===== config.mk =====
export PLATFORM = sky130hd
export DESIGN_NAME = deserializador_nibble
export DESIGN_NICKNAME = d
export VERILOG_FILES = /design/src/rtl/deserializador_nibble.sv
export SDC_FILE = /design/constraint.sdc
export NUM_CORES = 1
export LEC_CHECK = 0
export CAP_MARGIN = 30
export CORE_MARGIN = 5
export CORE_UTILIZATION = 55
export DETAILED_ROUTE_END_ITERATION = 7
export DONT_BUFFER_PORTS = 1
export GPL_TIMING_DRIVEN = 0
export PLACE_DENSITY_LB_ADDON = 0.08
export SYNTH_ARGS = -nofsm -noshare
export SYNTH_HDL_FRONTEND = slang
export SYNTH_SLANG_ARGS = --single-unit

===== constraint.sdc =====
create_clock -name clk -period 1.62 [get_ports clk]
set_input_delay 0.324 -clock clk [delete_from_list [all_inputs] [get_ports clk]]
set_output_delay 0.324 -clock clk [all_outputs]
set_load 0.02 [all_outputs]

===== src/rtl/deserializador_nibble.sv =====
// deserializador_nibble: serial-to-parallel front end for the 4-bit registro
// stage. Shifts in WIDTH bits MSB first under a bit_valid strobe. On frame
// completion it presents the word on Data_out together with a one-cycle load
// pulse. A frame that stalls for TIMEOUT cycles is aborted with frame_err.
//
// Optional feature macro: DESERIALIZADOR_PARITY_EN
//   When defined, every frame carries a trailing even-parity bit. A parity
//   failure aborts the frame with frame_err, just as a timeout does.
//
// Handshake: bit_valid/serial_in form a one-way strobe with no backpressure.
// A bit is consumed on every rising edge where bit_valid=1 and a frame is in
// RECV (or PAR). Strobes outside a frame are dropped, including one that
// arrives in the same cycle as start.
//
// state_dbg exposes the FSM state (0=IDLE, 1=RECV, 2=PAR) for checkers.

module deserializador_nibble #(
    parameter int WIDTH   = 4,
    parameter int TIMEOUT = 15
) (
    input  logic             clk,
    input  logic             rst,
    input  logic             start,
    input  logic             bit_valid,
    input  logic             serial_in,
    output logic [WIDTH-1:0] Data_out,
    output logic             load,
    output logic             busy,
    output logic             frame_err,
    output logic [1:0]       state_dbg
);

    localparam int CNT_W = (WIDTH > 1) ? $clog2(WIDTH) : 1;
    localparam logic [CNT_W-1:0] BIT_LAST  = CNT_W'(WIDTH - 1);
    localparam logic [7:0]       IDLE_LAST = 8'(TIMEOUT - 1);

`ifdef DESERIALIZADOR_PARITY_EN
    // All data bits must be held until the parity bit has been checked.
    localparam int SH_W = WIDTH;
`else
    // The final data bit goes straight from serial_in to Data_out, so the
    // shift register only has to hold the first WIDTH-1 bits.
    localparam int SH_W = WIDTH - 1;
`endif

    typedef enum logic [1:0] {
        S_IDLE = 2'd0,
        S_RECV = 2'd1
`ifdef DESERIALIZADOR_PARITY_EN
        ,
        S_PAR  = 2'd2
`endif
    } state_t;

    state_t            state_q, state_d;
    logic [SH_W-1:0]   shreg_q, shreg_d;
    logic [CNT_W-1:0]  bit_cnt_q, bit_cnt_d;
    logic [7:0]        idle_cnt_q, idle_cnt_d;
    logic [WIDTH-1:0]  data_q, data_d;
    logic              load_q, load_d;
    logic              busy_q, busy_d;
    logic              err_q, err_d;
    logic [SH_W:0]     shift_word;

    // Next-state, datapath and output decode; pulses default low every cycle.
    always_comb begin
        state_d    = state_q;
        shreg_d    = shreg_q;
        bit_cnt_d  = bit_cnt_q;
        idle_cnt_d = idle_cnt_q;
        data_d     = data_q;
        busy_d     = busy_q;
        load_d     = 1'b0;
        err_d      = 1'b0;
        shift_word = {shreg_q, serial_in};

        case (state_q)
            S_IDLE: begin
                if (start) begin
                    state_d    = S_RECV;
                    bit_cnt_d  = '0;
                    idle_cnt_d = '0;
                    busy_d     = 1'b1;
                end
            end

            S_RECV: begin
                if (bit_valid) begin
                    shreg_d    = shift_word[SH_W-1:0];
                    idle_cnt_d = '0;
                    if (bit_cnt_q == BIT_LAST) begin
                        bit_cnt_d = '0;
`ifdef DESERIALIZADOR_PARITY_EN
                        state_d   = S_PAR;
`else
                        data_d    = shift_word[WIDTH-1:0];
                        load_d    = 1'b1;
                        busy_d    = 1'b0;
                        state_d   = S_IDLE;
`endif
                    end else begin
                        bit_cnt_d = bit_cnt_q + 1'b1;
                    end
                end else if (idle_cnt_q == IDLE_LAST) begin
                    err_d      = 1'b1;
                    busy_d     = 1'b0;
                    idle_cnt_d = '0;
                    state_d    = S_IDLE;
                end else begin
                    idle_cnt_d = idle_cnt_q + 8'd1;
                end
            end

`ifdef DESERIALIZADOR_PARITY_EN
            S_PAR: begin
                if (bit_valid) begin
                    idle_cnt_d = '0;
                    busy_d     = 1'b0;
                    state_d    = S_IDLE;
                    // Even parity: data bits plus parity bit XOR to zero.
                    if (^{shreg_q, serial_in} == 1'b0) begin
                        data_d = shreg_q;
                        load_d = 1'b1;
                    end else begin
                        err_d  = 1'b1;
                    end
                end else if (idle_cnt_q == IDLE_LAST) begin
                    err_d      = 1'b1;
                    busy_d     = 1'b0;
                    idle_cnt_d = '0;
                    state_d    = S_IDLE;
                end else begin
                    idle_cnt_d = idle_cnt_q + 8'd1;
                end
            end
`endif

            default: begin
                state_d = S_IDLE;
                busy_d  = 1'b0;
            end
        endcase
    end

    // State and output registers with synchronous active-high reset.
    always_ff @(posedge clk) begin
        if (rst) begin
            state_q    <= S_IDLE;
            shreg_q    <= '0;
            bit_cnt_q  <= '0;
            idle_cnt_q <= '0;
            data_q     <= '0;
            load_q     <= 1'b0;
            busy_q     <= 1'b0;
            err_q      <= 1'b0;
        end else begin
            state_q    <= state_d;
            shreg_q    <= shreg_d;
            bit_cnt_q  <= bit_cnt_d;
            idle_cnt_q <= idle_cnt_d;
            data_q     <= data_d;
            load_q     <= load_d;
            busy_q     <= busy_d;
            err_q      <= err_d;
        end
    end

    assign Data_out  = data_q;
    assign load      = load_q;
    assign busy      = busy_q;
    assign frame_err = err_q;
    assign state_dbg = state_q;

endmodule


### Yosys cells after proc, flatten, opt, wreduce, memory -nomap -nowiden

Index checks and enable logic that the tools add are counted.

| storage, ports and cells | value |
|---|---|
| input bits | 5 |
| output and inout bits | 9 |
| logic and storage cells | 48 |
| register bits after elaboration | 22 |

| operators by class | value |
|---|---|
| mux-type cells | 20 |
| bitwise gates (word level) | 2 |
| reduce and logical (&&, ||, !) cells | 9 |
| equal/unequal tests | 7 |
| add/subtract/negate cells | 2 |

Operators with widths:

| cell | count |
|---|---|
| $mux W8 | 3 |
| $pmux W8 S2 | 1 |
| $mux W2 | 7 |
| $reduce_and A3 Y1 | 3 |
| $add A8 B1 Y8 const B | 1 |
| $eq A8 B4 Y1 const B | 1 |
| $pmux W2 S2 | 2 |
| $mux W1 | 6 |
| $ne A3 B3 Y1 const B | 2 |
| $reduce_or A3 Y1 | 2 |
| $ne A2 B2 Y1 const B | 2 |
| $reduce_and A2 Y1 | 2 |
| $add A2 B1 Y2 const B | 1 |
| $eq A2 B1 Y1 const B | 1 |
| $eq A2 B2 Y1 const B | 1 |
| $logic_not A2 Y1 | 1 |
| $not A1 Y1 | 2 |
| $pmux W1 S2 | 1 |
| $reduce_bool A2 Y1 | 1 |

### Logic depth before layout (Yosys ltp)

| logic depth | value |
|---|---|
| depth after elaboration | 4 |
| mapped depth | 5 |
| depth with buffers taken out | 5 |

### Worst setup path after synthesis

Ideal clock, no wire load.

| timing | value |
|---|---|
| kind | reg-to-reg |
| start | register, netlist name busy |
| end | register idle_cnt_q[7] |
| path buffers | 0 |
| cell stages (with the launch flop) | 5 |
| library setup time | 0.074 ns |
| slack | 0.096 ns |
| period minus slack after synthesis | 1.524 ns |
| data required time | 1.546 ns |
| data arrival time | 1.450 ns |
| path through | dfxtp_1 > or3b_4 > a31oi_4 > o21ai_0 > a31oi_1 |

RTL lines:

| item | line | source |
|---|---|---|
| end signal: assignment | 160 | `idle_cnt_q <= idle_cnt_d;` |
| end: declaration | 58 | `logic [7:0] idle_cnt_q, idle_cnt_d;` |

### Worst setup path in the final report

| timing | value |
|---|---|
| start | register idle_cnt_q[2] |
| end | register idle_cnt_q[5] |

| on the way | value |
|---|---|
| word-level cells in the longest chain between the ends | 4 |
| elaborated cells between the ends (all ways) | 5 |
| classes of those cells | add/sub: 1; eq/ne: 1; mux: 3 |

RTL lines:

| item | line | source |
|---|---|---|
| $add A8 B1 Y8 or $eq A8 B4 Y1 (tied branches) | 110, 104 |  |
| $mux W8 * | 104 | `end else if (idle_cnt_q == IDLE_LAST) begin` |
| $mux W8 * | 88 | `if (bit_valid) begin` |
| $pmux W8 S2 * | 77 | `case (state_q)` |

Mark *: on every way between the ends. The rest lies on a longest branch, timed or not.
A chain may end at the register's enable or synchronous reset.

==> flow_summary.yaml <==
drt:
  routed_wl_mm: 1.685
  dr.first_iter.drc_count: 19
  wl_per_cell_um: 14.04
  dr_wl_met3_um: 101
  avgViaCountPerCell: 5.950
  route.top_layer_used: "met4"
  drc_errors: 0
  m1WireLength_um: 781
  dr_wl_met2_um: 784
  drtPass1Iterations: 4
  drt.antenna.violating_nets: 0
  vias: 714
clock_tree:
  cts_buffer_depth: 2
  cts-buffers-inserted: 3
  cts_hold_buf: 0
  clock_latency_ns: 0.30
  post_cts_buffers: 0
  clock_sinks: 20
  clk_pin_slew_ns: 0.11
  cts-root-buf: "clkbuf_4"
  h-tree-depth: 1
  cts_tree: "done"
yosys:
  synth_top_area_share_pct: 43.36
  synth_seq_cells: 20
  synth_compound_area_share_pct: 17.62
  synth_common_cells: "20 x dfxtp_1, 12 x nor2_1, 8 x nand2_1"
  synth_area_leader_cell: "dfxtp_1"
  async_reset_ff_share_pct: 0
  syn-instance-count: 100
  seq_area_frac_synth_pct: 43.36
  synth_top_family_by_area: "simple AND/OR/NAND/NOR gates"
  synth_area_leaders: "dfxtp_1 43%, mux2i_1 5.4%, nor2_1 4.9%"
  synth_area_um2: 923.4
  syn-mean-instance-area_um2: 9.234
  synth_simple_gate_area_share_pct: 21.14
  mappedNetlistNets: 108
  yosys_warnings: 0
  synth_mux_area_share_pct: 6.640
  synthXorXnorAreaFrac_pct: 1.897
  synth_cell_types: 32
  ys.flop_type: "dfxtp_1"
  synth_most_common_cell: "dfxtp_1"
  synth_edf_count: 0
  synth-adder-area-share_pct: 4.065
timing:
  setup_viol: 0
  rsz0062_at_grt: "yes"
  layout_min_cycle_time_ns: 1.518
  fin_tns_setup_ns: 0
  max_freq_ghz: 0.6587
  finalMaxSlewViolations: 0
  clock_skew_ns: 0.002601
  finalCritPeriodShare_pct: 93.71
  final_hold_viol_count: 0
die:
  fp.dieH_um: 50.98
  io_pins: 14
  die_w_um: 50.98
  initial_core_util_pct: 59.90
  core_area_mm2: 0.001541
  dieArea_mm2: 0.002598
  rows: 14
cells_and_area:
  layout-drive-gt1-share_pct: 13.46
  stdcell_area_mm2: 0.001001
  num-nets-final: 113
  diodes: 0
  nFillCells: 138
  area_growth_pct: 8.401
setup_path:
  crit_chain: "and2_1 > clkbuf_1 > nand4_1 > a21o_1 > a22o_1"
  crit_family: "compound AO/OA/AOI/OAI gates"
  critical_path_class: "register to register"
  cp_slowest_stage_delay_ns: 0.38
  critical_path_arrival_ns: 1.72
  cp_num_cells: 5
  cp_slowest_cell: "dfxtp_1"
  critPathLaunchType: "register"
  crit_path_end_kind: "register"
  cp.required_ns: 1.82
  cp_num_buf_inv: 1
  crit_fanout: 8
  r2r_cells: 5
job:
  drv_cap: 0
global_routing:
  grt_pass1_wl_mm: 2.884
  grt_pass1_vias: 652
  antenna_found_initial: 0
  grt_max_degree: 12
  grt_overflow_total: 0
  track_usage_pct: 14.35
pwr:
  power.total_w: 0.0008657
  powerDensity_mw_per_mm2: 864.9
  leakagePower_nw: 0.4048
  vdd_drop_max_uv: 464.7
worst_hold_path:
  hold_path_depth: 1
  hp-class: "input port to register"
placement:
  place.gp.congestion: 0.8024
  place.port_buffers: 0
  dp_hpwl_mm: 1.211
  placed_area_um2: 943.4
run_status:
  status: "complete, no violations"
state kept, by name, summed over array words and instances, names as in the netlist:
| name | count |
|---|---|
| idle_cnt_q | 8 |
| load | 1 |
| busy | 1 |
| shreg_q | 3 |
| bit_cnt_q | 2 |
| Data_out | 4 |
| frame_err | 1 |
stage by stage:
step / setup WS [ns] / util (%) / hold slack [ns] / cells
after floorplan: 0.09565 / - / 0.3931 / 100
after global placement: -0.01222 / 61.20 / 0.3952 / 116
after detailed placement: -0.05045 / 61.20 / 0.3963 / 116
after CTS: 0.06568 / 63.72 / 0.06068 / 120
after global routing: -0.01832 / 64.94 / 0.05595 / 120
final: 0.1018 / 64.94 / 0.06830 / 120
cells in the final DEF (no fill, tap or decap), types with 2 or more instances in the layout:
master / Yosys / layout
dfxtp_1: 20 / 19
nor2_1: 12 / 12
nand2_1: 8 / 8
a21oi_1: 7 / 7
nand3_1: 6 / 6
mux2i_1: 5 / 5
a31oi_1: 4 / 4
a22o_1: 3 / 3
ha_1: 3 / 3
clkbuf_4: 0 / 3
inv_1: 2 / 2
clkbuf_1: 3 / 2
nand2b_1: 2 / 2
nor3b_1: 2 / 2
nand4_1: 2 / 2
xnor2_1: 2 / 2
a21o_1: 2 / 2
buf_4: 2 / 2
worst paths after layout:
path,from,endpoint,slack (ns)
max,idle_cnt_q[2],idle_cnt_q[5],0.10
min,rst,busy,0.07
max reg2reg,idle_cnt_q[2],idle_cnt_q[5],0.10
min reg2reg,shreg_q[2],shreg_q[2],0.46
worst register-to-register path, stage by stage, from the launching register on:
cell,delay [ns]
dfxtp_1,0.38
and2_1,0.13
clkbuf_1,0.32
nand4_1,0.22
a21o_1,0.22
a22o_1,0.17
power breakdown:
part,total [W],internal (W),switching (W)
Clock,0.000284,0.000137,0.000147
Combinational,0.0000694,0.0000299,0.0000395
Sequential,0.000512,0.000499,0.0000127
Total,0.000866,0.000666,0.000200
logic make-up after synthesis:
kind of cell             Yosys count
other                              1
buffers and inverters              8
flip-flops                        20
adder cells (fa/ha/maj)            3
XOR/XNOR                           2
multiplexers                       6
AND/OR/NAND/NOR                   38
AO/OA/AOI/OAI                     22
layout make-up:
cell class	instances	area, um2	share of cell area, %
Buffer	6	38.79	3.875
Clock buffer	4	36.28	3.625
Inverter	2	7.507	0.7500
Multi-Input combinational cell	72	494.2	49.38
Sequential cell	20	404.1	40.38
Tap cell	16	20.02	2.000
metal layers:
| layer | track usage [%] | up-vias |
|---|---|---|
| met2 | 22.11 | 18 |
| met1 | 17.47 | 326 |
| met3 | 4.070 | 2 |
| met4 | 8.936 | 0 |
| li1 | - | 368 |
| met5 | 0 | - |
timing repair:
action                                  in CTS  in global routing
endpoints found under the setup margin       7                  5
resized for setup                            2                  4
cloned                                       0                  0
pin swaps                                    0                  1
(Power assumes the default switching activity.)
==> patch 1, RTL diff (same flow settings) <==
The parameter `WIDTH` goes from 4 to 2.
--- a/src/rtl/deserializador_nibble.sv
+++ b/src/rtl/deserializador_nibble.sv
@@ -16,5 +16,5 @@
 
 module deserializador_nibble #(
-    parameter int WIDTH   = 4,
+    parameter int WIDTH   = 2,
     parameter int TIMEOUT = 15
 ) (
Ports: changed (resized Data_out); port bits go from 14 to 12. No check against the original RTL was run, so the function may have changed too.
==> patch 1 against the original RTL <==
First-iteration DRC count grew 58%. Routed wire length is 3.6% lower. Worst setup slack got worse by 0.064 ns. Utilization increased by 0.75 points. Power decreased by 22%. Area after synthesis decreased by 21%. Die area decreased by 17%. Final area decreased by 17%. Clock power down 22%. Sequential cell count fell by 5. Non-clock buffer count grew 3. Count of clock-buffer cells in the layout decreased by 1.
==> patch 1: results (changes against the original RTL) <==
status: completed (unchanged)
Commonest cells post-synth: dfxtp_1, nand2_1, nor2_1 (was dfxtp_1, nor2_1, nand2_1)
DRT iter0 DRCs: 30 (was 19)
GRT Util Overall: 0.1688 (was 0.1435)
global-route wire length before repair: 2601 um (was 2884 um)
reg2reg start: idle_cnt_q[0] (was idle_cnt_q[2])
DR vias: 665 (was 714)
DRT Wirelength: 1625 um (was 1685 um)
Post-Synth Adder-Cell Area: 0.03442 (was 0.04065)
synthesized instance count: 87 (was 100)
Synth top area share: 0.4131 (was 0.4336)
Clk pin slew, worst setup/hold paths: 0.09 ns (was 0.11 ns)
CTS H-tree depth: 1 (unchanged)
fraction of synthesized area in multiplexers: 0.04131 (was 0.06640)
DP Cell Count: 102 (was 116)
post-synthesis xor/xnor area fraction: 0.02410 (was 0.01897)
layout cells sized above 1: 0.2553 (was 0.1346)
largest area contributor in the netlist: dfxtp_1 (unchanged)
clock power share: 0.329 (about the same)
Peak VDD IR: 0.0005656 V (was 0.0004647 V)
number of global-route vias before repair: 593 (was 652)
ys async rst share: 0 (unchanged)
Sw Share: 0.2637 (was 0.2305)
RePlAce Congestion: 0.8085 (was 0.8024)
DP HPWL: 1058 um (was 1211 um)
post-synth cell types: 33 (was 32)
filler cell count: 110 (was 138)
P_leak: 0.0002993 uW (was 0.0004048 uW)
Critical Path AT: 1.81 ns (was 1.72 ns)
part of the Yosys area used for sequential elements: 0.4131 (was 0.4336)
compound-gate portion of the synthesized area: 0.1532 (was 0.1762)
largest net degree at the start of global routing: 11 (was 12)
worst-path fanout max: 4 (was 8)
clk_skew: 0.001770 ns (was 0.002601 ns)
largest cells by area after synthesis: dfxtp_1, nand2_1, a21oi_1, mux2i_1, nand3_1 (was dfxtp_1, mux2i_1, nor2_1, ha_1, a21oi_1)
average wire per cell in the routed design: 14.91 um (was 14.04 um)
==> patch 1: cell types whose count changed in the layout (fill, tap and decap cells not counted), sizes merged, moves of 2 or more <==
cell,delta
a31oi,-2
a22o,-3
nor3,+3
nand2,+3
nor2,-4
buf,+3
dfxtp,-5
o211ai,+3
mux2i,-2
==> patch 1: per-layer routing <==
metal	track usage	wire, um
met5	0	0
met4	0.06818	19
met1	0.2259	725
met3	0.04297	125
met2	0.2555	756
==> patch 1: power groups by stage <==
| stage | Clock [uW] | Combinational [uW] | Sequential [uW] |
|---|---|---|---|
| 2_1_floorplan | 0 | 46.8 | 392 |
| 3_3_place_gp | 0 | 55.7 | 394 |
| 3_5_place_dp | 0 | 55.6 | 394 |
| 4_1_cts | 220 | 62.7 | 385 |
| 5_1_grt | 241 | 72.7 | 386 |
| 6_report | 221 | 65.7 | 385 |
==> patch 1: final timing paths <==
check	slack, ns	end	depth (start not counted)
setup / recovery	0.04	idle_cnt_q[6]	6
hold / removal	0.09	idle_cnt_q[5]	1
hold reg to reg	0.48	shreg_q	2
setup reg to reg	0.04	idle_cnt_q[6]	6
==> patch 1: kinds of logic after synthesis <==
family                     Yosys count
and+or+nand+nor                     40
AOI/OAI and AO/OA                   17
DFF                                 15
buffers and inverters                7
muxes                                3
adders and majority gates            2
xor gates and xnor gates             2
other                                1
==> patch 1: metrics by stage <==
step	setup WS, ns	hold slack (ns)	total power [uW]	instance area, sq um
4_1_cts	0.008113	0.09236	667.8	815.8
3_5_place_dp	-0.1130	0.3966	449.2	745.7
6_report	0.03831	0.09044	671.5	833.3
5_1_grt	0.001756	0.08392	700.1	833.3
2_1_floorplan	0.01036	0.3934	438.7	726.9
3_3_place_gp	-0.09774	0.3950	449.2	745.7
==> patch 1: area by class of cell <==
type | count | area (sq um) | area share
clock buffers | 3 | 22.52 | 0.02703
well taps | 15 | 18.77 | 0.02252
clock inverters | 1 | 5.005 | 0.006006
inverters | 1 | 3.754 | 0.004505
plain buffers | 6 | 33.78 | 0.04054
repair buffers | 3 | 22.52 | 0.02703
multi-input cells | 65 | 422.9 | 0.5075
flip-flops and latches | 15 | 304.0 | 0.3649
==> patch 1: worst max-delay path, cell delays in order, from the launching register on <==
cell,delay (ns)
dfxtp_2,0.33
inv_1,0.04
ha_2,0.17
nor4b_4,0.13
a21o_1,0.21
or4_4,0.49
a21oi_2,0.14
==> patch 1: what timing repair did <==
action / 4_1_cts / 5_1_grt
endpoints found under the hold margin: 0 / 0
pin swaps: 3 / 3
setup buffers: 3 / 0
endpoints found under the setup margin: 2 / 4
hold buffers: 0 / 0
resized for setup: 5 / 7
==> patch 2, RTL diff (same settings) <==
Without the edit above. Register the input `start` before use, cleared by the reset. The logic sees it one clock later. The other inputs are not delayed to match. Comments in the files are not updated.
--- a/src/rtl/deserializador_nibble.sv
+++ b/src/rtl/deserializador_nibble.sv
@@ -53,4 +53,14 @@
     } state_t;
 
+    logic start_q;
+
+    always_ff @(posedge clk) begin
+        if (rst) begin
+            start_q <= '0;
+        end else begin
+            start_q <= start;
+        end
+    end
+
     state_t            state_q, state_d;
     logic [SH_W-1:0]   shreg_q, shreg_d;
@@ -77,5 +87,5 @@
         case (state_q)
             S_IDLE: begin
-                if (start) begin
+                if (start_q) begin
                     state_d    = S_RECV;
                     bit_cnt_d  = '0;
Behaviour: not the same (Yosys sat finds a counterexample within 4 cycles, from zero or initial values and one cycle with rst high).
==> patch 2 against the original RTL <==
Sequential cell count increased by 1. Critical path depth increased by 1. Global-route usage is 0.65 points lower. Cell count increased by 7.5%. Fmax increased by 0.24%. Routed wire length fell by 3.9%. Critical path type unchanged. Synthesized cell count up 6.0%. Final area up 1.9%. Worst setup slack better by 0.0036 ns. Sequential share of layout area increased by 1.3 points. Power down 1.8%. Combinational power fell by 13%. Worst hold slack improved by 0.066 ns. Area after synthesis up 2.8%.
==> patch 2: results (changes against the original RTL) <==
number of global-route vias before repair: 650 (was 652)
Peak VDD IR: 0.0005505 V (was 0.0004647 V)
launch point of the worst hold path: start (was rst)
DP HPWL: 1190 um (was 1211 um)
worst hold margin: 0.1348 ns (was 0.06830 ns)
filler cell count: 151 (was 138)
DRT iter0 DRCs: 10 (was 19)
P_leak: 0.0003993 uW (was 0.0004048 uW)
RePlAce Congestion: 0.8104 (was 0.8024)
CTS H-tree depth: 1 (unchanged)
reg2reg start: idle_cnt_q[0] (was idle_cnt_q[2])
DP Cell Count: 123 (was 116)
max reg flops: 8 (unchanged)
global-route wire length before repair: 2760 um (was 2884 um)
Layout Nets: 121 (was 113)
Worst Reg2Reg Path Length in Cells: 6 (was 5)
Worst Hold Class: primary input to register (unchanged)
switching power: 211.4 uW (was 199.6 uW)
DP Area: 970.9 sq um (was 943.4 sq um)
DR vias: 747 (was 714)
largest cells by area after synthesis: dfxtp_1, a21oi_1, mux2i_1, nor2_1, nand2_1 (was dfxtp_1, mux2i_1, nor2_1, ha_1, a21oi_1)
crit-path leading delay family: compound AO/OA/AOI/OAI gates (unchanged)
P_seq: 533 uW (was 512 uW)
met2 usage: 0.2161 (was 0.2211)
Top Metal Used: met4 (unchanged)
fin util: 0.6037 (was 0.6494)
hold endpoint: start_q (was busy)
met3 Usage GRT: 0.03438 (was 0.04070)
r2r endpoint: idle_cnt_q[3] (was idle_cnt_q[5])
largest net degree at the start of global routing: 13 (was 12)
met1 usage: 0.1795 (was 0.1747)
WL met1: 791 um (was 781 um)
CTS Buf Count: 3 (unchanged)
routed wl met3: 73 um (was 101 um)
end point of the critical path: idle_cnt_q[3] (was idle_cnt_q[5])
synthesized instance count: 106 (was 100)
layout cells sized above 1: 0.1786 (was 0.1346)
part of the Yosys area used for sequential elements: 0.4427 (was 0.4336)
PwrDens: 834.0 mW/mm^2 (was 864.9 mW/mm^2)
GRT Util Overall: 0.1371 (was 0.1435)
Reg with most FFs: idle_cnt_q (unchanged)
status: completed (unchanged)
crit path kind: register to register (unchanged)
IO Port Bufs: 0 (unchanged)
pre-CTS WS: 0.08367 ns (was -0.05045 ns)
met2 WL: 734 um (was 784 um)
minimum clock period: 1.515 ns (was 1.518 ns)
DRT Wirelength: 1620 um (was 1685 um)
post-synth cell types: 35 (was 32)
combinational power share: 0.071 (was 0.080)
vias per cell: 5.791 (was 5.950)
Commonest cells post-synth: dfxtp_1, nor2_1, nand2_1 (unchanged)
GRT Residual Overflow: 0 (unchanged)
clk_skew: 0.006520 ns (was 0.002601 ns)
slowest CP cell: dfxtp_4 (was dfxtp_1)
worst-path fanout max: 5 (was 8)
## patch 2: changes by cell type after synthesis, sizes merged, moves of 2 or more
cell,delta
a21oi,+4
a22o,-3
a31oi,-2
buf,+2
clkbuf,-2
nand2,+3
nand4,-2
nor2b,+2
## patch 2: final cells by class
type | instances | area share
flip-flops and latches | 21 | 0.4172
plain buffers | 6 | 0.03926
repair buffers | 2 | 0.01472
well taps | 17 | 0.02086
clock inverters | 1 | 0.004908
clock buffers | 3 | 0.02209
multi-input cells | 76 | 0.4699
inverters | 3 | 0.01104
## patch 2: cell families after synthesis
family                     after synthesis  synth area share
buffers and inverters                    9           0.05401
adders and majority gates                3           0.03953
xor gates and xnor gates                 1          0.009224
and+or+nand+nor                         43            0.2292
muxes                                    6           0.06456
AOI/OAI and AO/OA                       22            0.1568
other                                    1          0.003949
DFF                                     21            0.4427
## patch 2: repair_timing
action	4_1_cts	5_1_grt
resized for setup	0	4
setup buffers	0	2
setup endpoints to repair	0	4
